===== src/rtl/muldiv_pkg.sv =====
// Shared constants for the multiply/divide unit: func opcodes and FSM state encoding.
package muldiv_pkg;

    localparam logic [5:0] FuncMthi  = 6'd17;
    localparam logic [5:0] FuncMtlo  = 6'd19;
    localparam logic [5:0] FuncMult  = 6'd24;
    localparam logic [5:0] FuncMultu = 6'd25;
    localparam logic [5:0] FuncDiv   = 6'd26;
    localparam logic [5:0] FuncDivu  = 6'd27;

    typedef enum logic [1:0] {
        StIdle   = 2'd0,
        StRun    = 2'd1,
        StFinish = 2'd2
    } state_e;

endpackage


===== src/rtl/sign_fix.sv =====
// Conditional two's-complement negate: result = neg ? -value : value.
module sign_fix #(
    parameter int unsigned WIDTH = 32
) (
    input  logic [WIDTH-1:0] value,
    input  logic             neg,
    output logic [WIDTH-1:0] result
);

    always_comb begin
        result = neg ? (~value + WIDTH'(1)) : value;
    end

endmodule


===== src/rtl/muldiv_unit.sv =====
// Iterative multiply/divide unit with HI/LO registers: shift-add multiply and restoring
// shift-subtract divide on operand magnitudes, sign fix-up applied in FINISH.
module muldiv_unit
    import muldiv_pkg::*;
#(
    parameter int unsigned WIDTH = 32,
    parameter int unsigned CNT_W = 6
) (
    input  logic             clock,
    input  logic             reset,
    input  logic             start,
    input  logic [5:0]       func,
    input  logic [WIDTH-1:0] data_a,
    input  logic [WIDTH-1:0] data_b,
    output logic             busy,
    output logic             done,
    output logic             div_zero,
    output logic [WIDTH-1:0] hi,
    output logic [WIDTH-1:0] lo
);

    state_e           state_q, state_d;
    logic [CNT_W-1:0] cnt_q, cnt_d;
    logic [5:0]       func_q, func_d;
    logic [WIDTH-1:0] acc_q, acc_d;
    logic [WIDTH-1:0] mq_q, mq_d;
    logic [WIDTH-1:0] mcand_q, mcand_d;
    logic [WIDTH-1:0] hi_q, hi_d;
    logic [WIDTH-1:0] lo_q, lo_d;
    logic             neg_res_q, neg_res_d;
    logic             neg_rem_q, neg_rem_d;
    logic             dz_q, dz_d;
    logic             done_q, done_d;
    logic             div_zero_q, div_zero_d;

    logic             start_op, start_signed, start_div, run_div;
    logic [WIDTH-1:0] mag_a, mag_b, quo_fix, rem_fix;
    logic [2*WIDTH-1:0] prod_fix;
    logic [WIDTH:0]   mul_sum, div_rem, div_diff;

    assign start_op     = (func == FuncMult) || (func == FuncMultu) ||
                          (func == FuncDiv)  || (func == FuncDivu);
    assign start_signed = (func == FuncMult) || (func == FuncDiv);
    assign start_div    = (func == FuncDiv)  || (func == FuncDivu);
    assign run_div      = (func_q == FuncDiv) || (func_q == FuncDivu);

    sign_fix #(.WIDTH(WIDTH)) u_fix_a (
        .value  (data_a),
        .neg    (start_signed & data_a[WIDTH-1]),
        .result (mag_a)
    );

    sign_fix #(.WIDTH(WIDTH)) u_fix_b (
        .value  (data_b),
        .neg    (start_signed & data_b[WIDTH-1]),
        .result (mag_b)
    );

    sign_fix #(.WIDTH(2*WIDTH)) u_fix_prod (
        .value  ({acc_q, mq_q}),
        .neg    (neg_res_q),
        .result (prod_fix)
    );

    sign_fix #(.WIDTH(WIDTH)) u_fix_quo (
        .value  (mq_q),
        .neg    (neg_res_q),
        .result (quo_fix)
    );

    sign_fix #(.WIDTH(WIDTH)) u_fix_rem (
        .value  (acc_q),
        .neg    (neg_rem_q),
        .result (rem_fix)
    );

    // Multiply: acc:mq holds partial product, multiplier bits shift out of mq's LSB.
    // Divide: acc holds the partial remainder, mq shifts dividend out and quotient in.
    assign mul_sum  = {1'b0, acc_q} + (mq_q[0] ? {1'b0, mcand_q} : '0);
    assign div_rem  = {acc_q, mq_q[WIDTH-1]};
    assign div_diff = div_rem - {1'b0, mcand_q};

    always_comb begin
        state_d    = state_q;
        cnt_d      = cnt_q;
        func_d     = func_q;
        acc_d      = acc_q;
        mq_d       = mq_q;
        mcand_d    = mcand_q;
        hi_d       = hi_q;
        lo_d       = lo_q;
        neg_res_d  = neg_res_q;
        neg_rem_d  = neg_rem_q;
        dz_d       = dz_q;
        done_d     = 1'b0;
        div_zero_d = 1'b0;

        case (state_q)
            StIdle: begin
                if (start && start_op) begin
                    func_d    = func;
                    cnt_d     = '0;
                    acc_d     = '0;
                    mq_d      = start_div ? mag_a : mag_b;
                    mcand_d   = start_div ? mag_b : mag_a;
                    neg_res_d = start_signed & (data_a[WIDTH-1] ^ data_b[WIDTH-1]);
                    neg_rem_d = start_signed & data_a[WIDTH-1];
                    dz_d      = start_div && (data_b == '0);
                    // Divide by zero bypasses RUN and reports from FINISH one edge later.
                    state_d   = (start_div && (data_b == '0)) ? StFinish : StRun;
                end else if (start && (func == FuncMthi)) begin
                    hi_d = data_a;
                end else if (start && (func == FuncMtlo)) begin
                    lo_d = data_a;
                end
            end
            StRun: begin
                if (run_div) begin
                    if (!div_diff[WIDTH]) begin
                        acc_d = div_diff[WIDTH-1:0];
                        mq_d  = {mq_q[WIDTH-2:0], 1'b1};
                    end else begin
                        acc_d = div_rem[WIDTH-1:0];
                        mq_d  = {mq_q[WIDTH-2:0], 1'b0};
                    end
                end else begin
                    {acc_d, mq_d} = {mul_sum, mq_q[WIDTH-1:1]};
                end
                cnt_d = cnt_q + CNT_W'(1);
                if (cnt_q == CNT_W'(WIDTH - 1)) begin
                    state_d = StFinish;
                end
            end
            StFinish: begin
                done_d  = 1'b1;
                state_d = StIdle;
                if (dz_q) begin
                    div_zero_d = 1'b1;
                end else if (run_div) begin
                    hi_d = rem_fix;
                    lo_d = quo_fix;
                end else begin
                    {hi_d, lo_d} = prod_fix;
                end
            end
            default: state_d = StIdle;
        endcase
    end

    always_ff @(posedge clock or negedge reset) begin
        if (!reset) begin
            state_q    <= StIdle;
            cnt_q      <= '0;
            func_q     <= '0;
            acc_q      <= '0;
            mq_q       <= '0;
            mcand_q    <= '0;
            hi_q       <= '0;
            lo_q       <= '0;
            neg_res_q  <= 1'b0;
            neg_rem_q  <= 1'b0;
            dz_q       <= 1'b0;
            done_q     <= 1'b0;
            div_zero_q <= 1'b0;
        end else begin
            state_q    <= state_d;
            cnt_q      <= cnt_d;
            func_q     <= func_d;
            acc_q      <= acc_d;
            mq_q       <= mq_d;
            mcand_q    <= mcand_d;
            hi_q       <= hi_d;
            lo_q       <= lo_d;
            neg_res_q  <= neg_res_d;
            neg_rem_q  <= neg_rem_d;
            dz_q       <= dz_d;
            done_q     <= done_d;
            div_zero_q <= div_zero_d;
        end
    end

    assign busy     = (state_q != StIdle);
    assign done     = done_q;
    assign div_zero = div_zero_q;
    assign hi       = hi_q;
    assign lo       = lo_q;

endmodule


===== config.mk =====
export PLATFORM = sky130hd
export DESIGN_NAME = muldiv_unit
export DESIGN_NICKNAME = d
export VERILOG_FILES = /design/src/rtl/muldiv_pkg.sv /design/src/rtl/sign_fix.sv /design/src/rtl/muldiv_unit.sv
export SDC_FILE = /design/constraint.sdc
export NUM_CORES = 1
export LEC_CHECK = 0
export BUFFER_PORTS_ARGS = -buffer_cell sky130_fd_sc_hd__buf_2
export CORE_MARGIN = 4
export CORE_UTILIZATION = 30
export DETAILED_ROUTE_END_ITERATION = 7
export GPL_ROUTABILITY_DRIVEN = 0
export HOLD_SLACK_MARGIN = 0.05
export MAX_ROUTING_LAYER = met4
export PLACE_DENSITY = 0.52
export SLEW_MARGIN = 25
export SYNTH_ARGS = -nofsm -noshare
export SYNTH_HDL_FRONTEND = slang
export SYNTH_SLANG_ARGS = --single-unit

===== constraint.sdc =====
create_clock -name clock -period 3.3 [get_ports clock]
set_clock_uncertainty 0.05 [all_clocks]
set_input_delay 0.165 -clock clock [delete_from_list [all_inputs] [get_ports clock]]
set_output_delay 0.165 -clock clock [all_outputs]
set_load 0.005 [all_outputs]

Word-level counts from Yosys, hierarchy flattened
Index checks and enable logic that the tools add are counted.
- memories kept: 0
- bits in latches: 0
- register bits: 179
- RAM bits: 0
- logic and storage cells: 104
- ROM bits: 0
- shifts and indexed selects: 0
- eq/ne operators: 18
- reduce and logical (&&, ||, !) cells: 20
- bitwise logic cells: 9
- div/mod/pow operators: 0
- $add $sub $neg: 8
- mux-type cells: 36
- multiply operators: 0
- $lt $le $gt $ge: 0
- operator list (operator ; number):
    32-bit 2-to-1 mux ; 21
    32-bit case mux with 2 select lines ; 4
    32-bit by 1-bit adder with 32-bit output, second input constant ; 4
    32-bit NOT ; 4
    64-bit by 1-bit adder with 64-bit output, second input constant ; 1
    64-bit 2-to-1 mux ; 1
    64-bit NOT ; 1
    6-bit by 5-bit equality test with 1-bit output, second input constant ; 9
    32-bit by 32-bit adder with 33-bit output ; 1
    33-bit by 32-bit subtractor with 33-bit output ; 1
    32-bit logical NOT ; 1
    2-bit != test, second input constant ; 7
    6-bit case mux with 2 select lines ; 1
    6-bit by 1-bit adder with 6-bit output, second input constant ; 1
    1-bit logical OR ; 6
    2-bit 2-to-1 mux ; 3
    6-bit 2-to-1 mux ; 1
    2-bit AND reduction ; 3
    2-bit nonzero test ; 3
    5-bit AND reduction ; 1
    1-bit logical AND ; 4
    1-bit 2-to-1 mux ; 4
    2-bit case mux with 2 select lines ; 1
    4-bit AND reduction ; 1
    5 further kinds ; 7

Depth between registers and ports, before layout
- depth after elaboration: 7
- mapped depth: 15
- mapped depth without buffers: 13

Modules after synthesis
Synthesis repeated with hierarchy kept, for this count alone.
- cells, all modules: 2163
- area total of the unflattened synthesis: 17799.6 um^2
- by module, submodules not included (module ; area an instance (um^2) ; cells an instance ; instances ; sequential area each (um^2)):
    muldiv_unit ; 13042.5 ; 1561 ; 1 ; 4454.3
    sign_fix at u_fix_a ... ; 777.0 ; 99 ; 4 ; 0.0
    sign_fix at u_fix_prod ; 1649.1 ; 206 ; 1 ; 0.0

Worst setup path before layout
No wires, ideal clock.
- path type: register -> register
- from: reg mq_q[0]
- to: reg acc_q[16]
- setup time: 0.136 ns
- stages on the path, launching flop included: 15
- slack: 0.073 ns
- clock period less this slack: 3.227 ns
- arrival time: 3.041 ns
- data required time: 3.114 ns
- buffers on the path: 2
- cell sequence: dfrtp_1 clkbuf_1 inv_1 clkbuf_1 nor2_1 ha_1 a21oi_1 o21ai_1 or3_1 o211ai_1 a21oi_1 or4_1 a21oi_1 nand3b_1 o211ai_1
- cells in the longest elaborated chain, start to end: 4
- ends and longest elaborated chain (element ; line ; text):
    start: declaration ; muldiv_unit.sv:26 ; logic [WIDTH-1:0] mq_q, mq_d;
    start signal: assignment ; muldiv_unit.sv:170 ; mq_q <= mq_d;
    32-bit 2-to-1 mux ; muldiv_unit.sv:79 ; assign mul_sum = {1'b0, acc_q} + (mq_q[0] ? {1'b0, mcand_q} : '0);
    32-bit by 32-bit adder with 33-bit output ; muldiv_unit.sv:79 ;
    32-bit 2-to-1 mux ; muldiv_unit.sv:118 ; if (run_div) begin
    32-bit case mux with 2 select lines ; muldiv_unit.sv:98 ; case (state_q)
    end signal: assignment ; muldiv_unit.sv:155 ; acc_q <= '0;
    end signal: assignment ; muldiv_unit.sv:169 ; acc_q <= acc_d;
    end: declaration ; muldiv_unit.sv:25 ; logic [WIDTH-1:0] acc_q, acc_d;
Every way passes these cells.
A chain may end at the register's enable or synchronous reset.

Final worst setup path
- from: reg mcand_q[0]
- to: reg acc_q[28]
- cells in the longest elaborated chain, start to end: 4
- ends and longest elaborated chain (element ; line ; text):
    start: declaration ; muldiv_unit.sv:27 ; logic [WIDTH-1:0] mcand_q, mcand_d;
    start signal: assignment ; muldiv_unit.sv:171 ; mcand_q <= mcand_d;
    33-bit by 32-bit subtractor with 33-bit output or 32-bit 2-to-1 mux (tied branches) ; muldiv_unit.sv:81, muldiv_unit.sv:79 ;
    32-bit 2-to-1 mux or 32-bit by 32-bit adder with 33-bit output (tied branches) ; muldiv_unit.sv:119, muldiv_unit.sv:79 ;
    32-bit 2-to-1 mux * ; muldiv_unit.sv:118 ;
    32-bit case mux with 2 select lines * ; muldiv_unit.sv:98 ;
Mark *: on every way between the ends. The rest lies on a longest branch, timed or not.

==> metrics.txt <==
# TYPE chip_impl_metric gauge
chip_impl_metric{name="timing.fmax",unit="MHz"} 306.1
chip_impl_metric{name="place.port_buffers",unit=""} 139
chip_impl_metric{name="post_synth_inst_count",unit=""} 1971
chip_impl_info{name="synthDominantAreaCellType",value="sky130_fd_sc_hd__dfrtp_1"} 1
chip_impl_metric{name="syn-mean-instance-area",unit="um2"} 7.738
chip_impl_info{name="setup.worst_path.end_class",value="flop"} 1
chip_impl_metric{name="postSynth.asyncResetShare",unit=""} 1.000
chip_impl_info{name="synth_top_cells_by_count",value="sky130_fd_sc_hd__nand2_1, sky130_fd_sc_hd__nor2_1, sky130_fd_sc_hd__dfrtp_1, sky130_fd_sc_hd__a21oi_1, sky130_fd_sc_hd__o21ai_0"} 1
chip_impl_metric{name="detailedRoute.firstIterationViolations",unit=""} 1654
chip_impl_info{name="crit_path_frequent_cell",value="sky130_fd_sc_hd__buf_4"} 1
chip_impl_metric{name="synth_fp_nets",unit=""} 2115
chip_impl_metric{name="met2_length",unit="mm"} 26.47
chip_impl_metric{name="first_global_vias",unit=""} 14560
chip_impl_metric{name="synth_edf_count",unit=""} 0
chip_impl_metric{name="final_setup_violation_count",unit=""} 0
chip_impl_metric{name="cap_violations",unit=""} 0
chip_impl_metric{name="top_area_cell_type_share_of_the_netlist_area",unit=""} 0.2921
chip_impl_metric{name="clk_path_buf_depth",unit=""} 2
chip_impl_metric{name="post_synthesis_sequential_element_count",unit=""} 178
chip_impl_info{name="clk_root_buffer_cell",value="sky130_fd_sc_hd__clkbuf_16"} 1
chip_impl_metric{name="seq_area",unit="mm2"} 0.004456
chip_impl_metric{name="critPathArrivalTime",unit="ps"} 3530
chip_impl_metric{name="netlist_area",unit="mm2"} 0.01525
chip_impl_metric{name="initial_core_util",unit=""} 0.3040
chip_impl_metric{name="post-route-min-period",unit="ps"} 3267
chip_impl_metric{name="count_of_pins_over_their_slew_limit",unit=""} 0
chip_impl_metric{name="syn_to_final_growth",unit="%"} 19.67
chip_impl_metric{name="stdcell_count",unit=""} 2853
chip_impl_metric{name="area_occupied_by_multi_input_gates",unit="mm2"} 0.01018
chip_impl_metric{name="p_leak",unit="nW"} 7.667
chip_impl_metric{name="placed_cells",unit=""} 2799
chip_impl_metric{name="die_h",unit="um"} 233.5
chip_impl_metric{name="wire_length_of_the_first_global_routing_pass",unit="mm"} 90.74
chip_impl_metric{name="pin_count_of_the_biggest_net_entering_global_routing",unit=""} 84
chip_impl_metric{name="seq_area_frac_synth",unit=""} 0.2921
chip_impl_metric{name="number_of_antenna_violations_at_the_first_check_in_global_routing",unit=""} 12
chip_impl_metric{name="cp.required",unit="ps"} 3570
chip_impl_info{name="synth-main-ff-cell",value="sky130_fd_sc_hd__dfrtp_1"} 1
chip_impl_metric{name="critical_path_buf_inv_count",unit=""} 2
chip_impl_info{name="timing.critical_path.max_delay_family",value="compound AO/OA/AOI/OAI gates"} 1
chip_impl_metric{name="timing_worst_slew_pin_value",unit="ps"} 1024
chip_impl_info{name="status",value="completed"} 1
chip_impl_metric{name="power_per_cell_area",unit="mW/mm2"} 946.7
chip_impl_metric{name="dr_total_vias",unit=""} 15730
chip_impl_info{name="post-synth-top-count-cell",value="sky130_fd_sc_hd__nand2_1"} 1
chip_impl_metric{name="design.portCount",unit=""} 140
chip_impl_metric{name="timing.final.crit_share",unit=""} 0.9901
chip_impl_metric{name="clk_pin_slew_worst_paths",unit="ps"} 70
chip_impl_metric{name="worst_ir_drop_vdd",unit="mV"} 0.3974
chip_impl_info{name="synth.area.top_cells",value="sky130_fd_sc_hd__dfrtp_1, sky130_fd_sc_hd__nand2_1, sky130_fd_sc_hd__ha_1"} 1
chip_impl_metric{name="ant_nets",unit=""} 0
chip_impl_info{name="unrepaired_setup_endpoints_after_global_routing",value="true"} 1
chip_impl_metric{name="met3_layer_wire_length_in_the_routed_design",unit="mm"} 4.732
chip_impl_metric{name="timing.setup.tns",unit="ps"} 0
chip_impl_metric{name="worst_path_largest_cell_delay",unit="ps"} 420
chip_impl_metric{name="remaining_drc_errors",unit=""} 0
chip_impl_metric{name="clock_insertion_delay_at_the_later_pin_of_the_skew_report",unit="ps"} 460
chip_impl_metric{name="cp_max_fo",unit=""} 4
chip_impl_metric{name="timing.slew.headroom",unit=""} 0.3157
chip_impl_metric{name="final.fill_count",unit=""} 5239
chip_impl_metric{name="clock_tree.htree_level_count",unit=""} 4
chip_impl_metric{name="finish.net_count",unit=""} 2300
chip_impl_metric{name="met1Wirelength",unit="mm"} 27.55
chip_impl_metric{name="detailedPlace.worstSlack",unit="ps"} -108.8
chip_impl_metric{name="core.rowCount",unit=""} 82
chip_impl_info{name="worstSetupPathType",value="reg2reg"} 1
chip_impl_info{name="topRoutingLayerUsed",value="met4"} 1
chip_impl_metric{name="layout-drive-gt1-share",unit=""} 0.1812
chip_impl_metric{name="design.die.area",unit="mm2"} 0.05451
chip_impl_metric{name="sinks_on_clock_net",unit=""} 178
chip_impl_metric{name="grt_usage",unit=""} 0.2245
chip_impl_metric{name="detail_route.wl_per_cell",unit="um"} 21.52
chip_impl_info{name="startpoint_type_of_the_worst_setup_path",value="flop"} 1
chip_impl_metric{name="placeableCoreArea",unit="mm2"} 0.05017
chip_impl_metric{name="cts_buffers",unit=""} 17
chip_impl_metric{name="synth_warnings",unit=""} 0
chip_impl_metric{name="timing_hold_violations_final",unit=""} 0
chip_impl_info{name="holdCritPathClass",value="in2reg"} 1
chip_impl_metric{name="detail_route.first_pass.iterations",unit=""} 6
chip_impl_metric{name="viasPerCell",unit=""} 5.514
chip_impl_metric{name="post-layout-total-power",unit="mW"} 17.28
chip_impl_info{name="critical_path.slowest_cell",value="sky130_fd_sc_hd__fa_1"} 1
chip_impl_metric{name="die_w",unit="um"} 233.5
chip_impl_info{name="worstPathCellList",value="buf_4 > ha_1 > fa_1 > nand2b_4 > a211oi_2 > nor3_2 > a21oi_2 > o22ai_4 > o311a_4 > nor2_4 > buf_4 > mux2i_1 > o221ai_1"} 1
chip_impl_info{name="tritoncts_clock_tree",value="yes"} 1
chip_impl_metric{name="synth.distinct_cells",unit=""} 87
chip_impl_metric{name="detail_route.wirelength",unit="mm"} 61.39
chip_impl_metric{name="grt-ovfl-total",unit=""} 0
chip_impl_metric{name="place_hpwl",unit="mm"} 48.88
chip_impl_metric{name="timing.final.ws_setup",unit="ps"} 32.71
==> layout make-up <==
cell class                      count  share of cell area
Antenna cell                       12            0.001645
Clock buffer                       17             0.02331
Clock inverter                     15            0.007336
Inverter                           64             0.01330
Multi-Input combinational cell   1601              0.5579
Sequential cell                   178              0.2441
Tap cell                          672             0.04607
Timing Repair Buffer              294              0.1063
==> tightest hold or removal path, cell delays in order <==
cell and delay, ps:
sky130_fd_sc_hd__buf_2 160, sky130_fd_sc_hd__a21oi_1 140, sky130_fd_sc_hd__o21ai_0 80
==> where the power goes <==
part           leakage, nW  internal (mW)  total (mW)  switching [mW]
clock network        0.276          0.999        2.02            1.02
logic                 5.30           4.87        11.6            6.69
registers             2.09           2.96        3.69           0.731
total                 7.67           8.83        17.3            8.44
==> kinds of logic (layout without fill, tap and decap cells) <==
family	after synthesis	after routing	share of synthesized area
and+or+nand+nor	691	691	0.2136
AOI/OAI and AO/OA	648	648	0.2725
buffers and inverters	192	390	0.05128
DFF	178	178	0.2921
xor gates and xnor gates	172	172	0.09878
adders and majority gates	71	71	0.05923
muxes	19	19	0.01247
other	0	12	0
==> final timing paths <==
kind                       startpoint  slack [ps]         to  depth (start not counted)
max                        mcand_q[0]          30  acc_q[28]                         13
min                        data_a[26]          70     lo[26]                          3
max reg2reg                mcand_q[0]          30  acc_q[28]                         13
min reg2reg                    lo[25]         420     lo[25]                          2
max in group asynchronous       reset        2050  acc_q[25]                          4
min in group asynchronous       reset         240     hi[28]                          2
==> timing repair <==
item / 4_1_cts / 5_1_grt
pin swaps: 1 / 4
endpoints found under the hold margin: 86 / 0
endpoints found under the setup margin: 13 / 33
hold buffers: 7 / 0
setup buffers: 0 / 3
resized for setup: 5 / 28
==> layout by cell type (no fill, tap or decap), types with 34 or more instances in the layout <==
cell / n
sky130_fd_sc_hd__a211oi_1: 41
sky130_fd_sc_hd__a21oi_1: 163
sky130_fd_sc_hd__a31oi_1: 40
sky130_fd_sc_hd__buf_2: 138
sky130_fd_sc_hd__buf_4: 143
sky130_fd_sc_hd__dfrtp_1: 177
sky130_fd_sc_hd__ha_1: 69
sky130_fd_sc_hd__inv_1: 63
sky130_fd_sc_hd__nand2_1: 279
sky130_fd_sc_hd__nor2_1: 186
sky130_fd_sc_hd__nor3_1: 34
sky130_fd_sc_hd__o211ai_1: 42
sky130_fd_sc_hd__o21ai_0: 155
sky130_fd_sc_hd__o31ai_1: 39
sky130_fd_sc_hd__xnor2_1: 92
sky130_fd_sc_hd__xor2_1: 80
==> state kept, by name, summed over array words and instances, names as in the netlist <==
name / cells
mcand_q: 32
cnt_q: 6
mq_q: 32
hi: 32
func_q: 5
acc_q: 32
div_zero: 1
neg_res_q: 1
lo: 32
state_q: 2
neg_rem_q: 1
done: 1
dz_q: 1
==> metrics by stage <==
step	hold slack [ps]	utilization	instance area [um2]
6_report	73.26	0.3638	18250
3_5_place_dp	205.2	0.3473	17430
5_1_grt	73.19	0.3638	18250
3_3_place_gp	207.9	0.3473	17430
4_1_cts	56.26	0.3602	18070
2_1_floorplan	-180.6	-	15250
==> per-layer routing <==
layer	track usage	vias up
met2	0.3264	641
li1	-	7483
met4	0.09339	0
met1	0.3043	7512
met3	0.04537	96
met5	-	-
(Power assumes the default switching activity.)
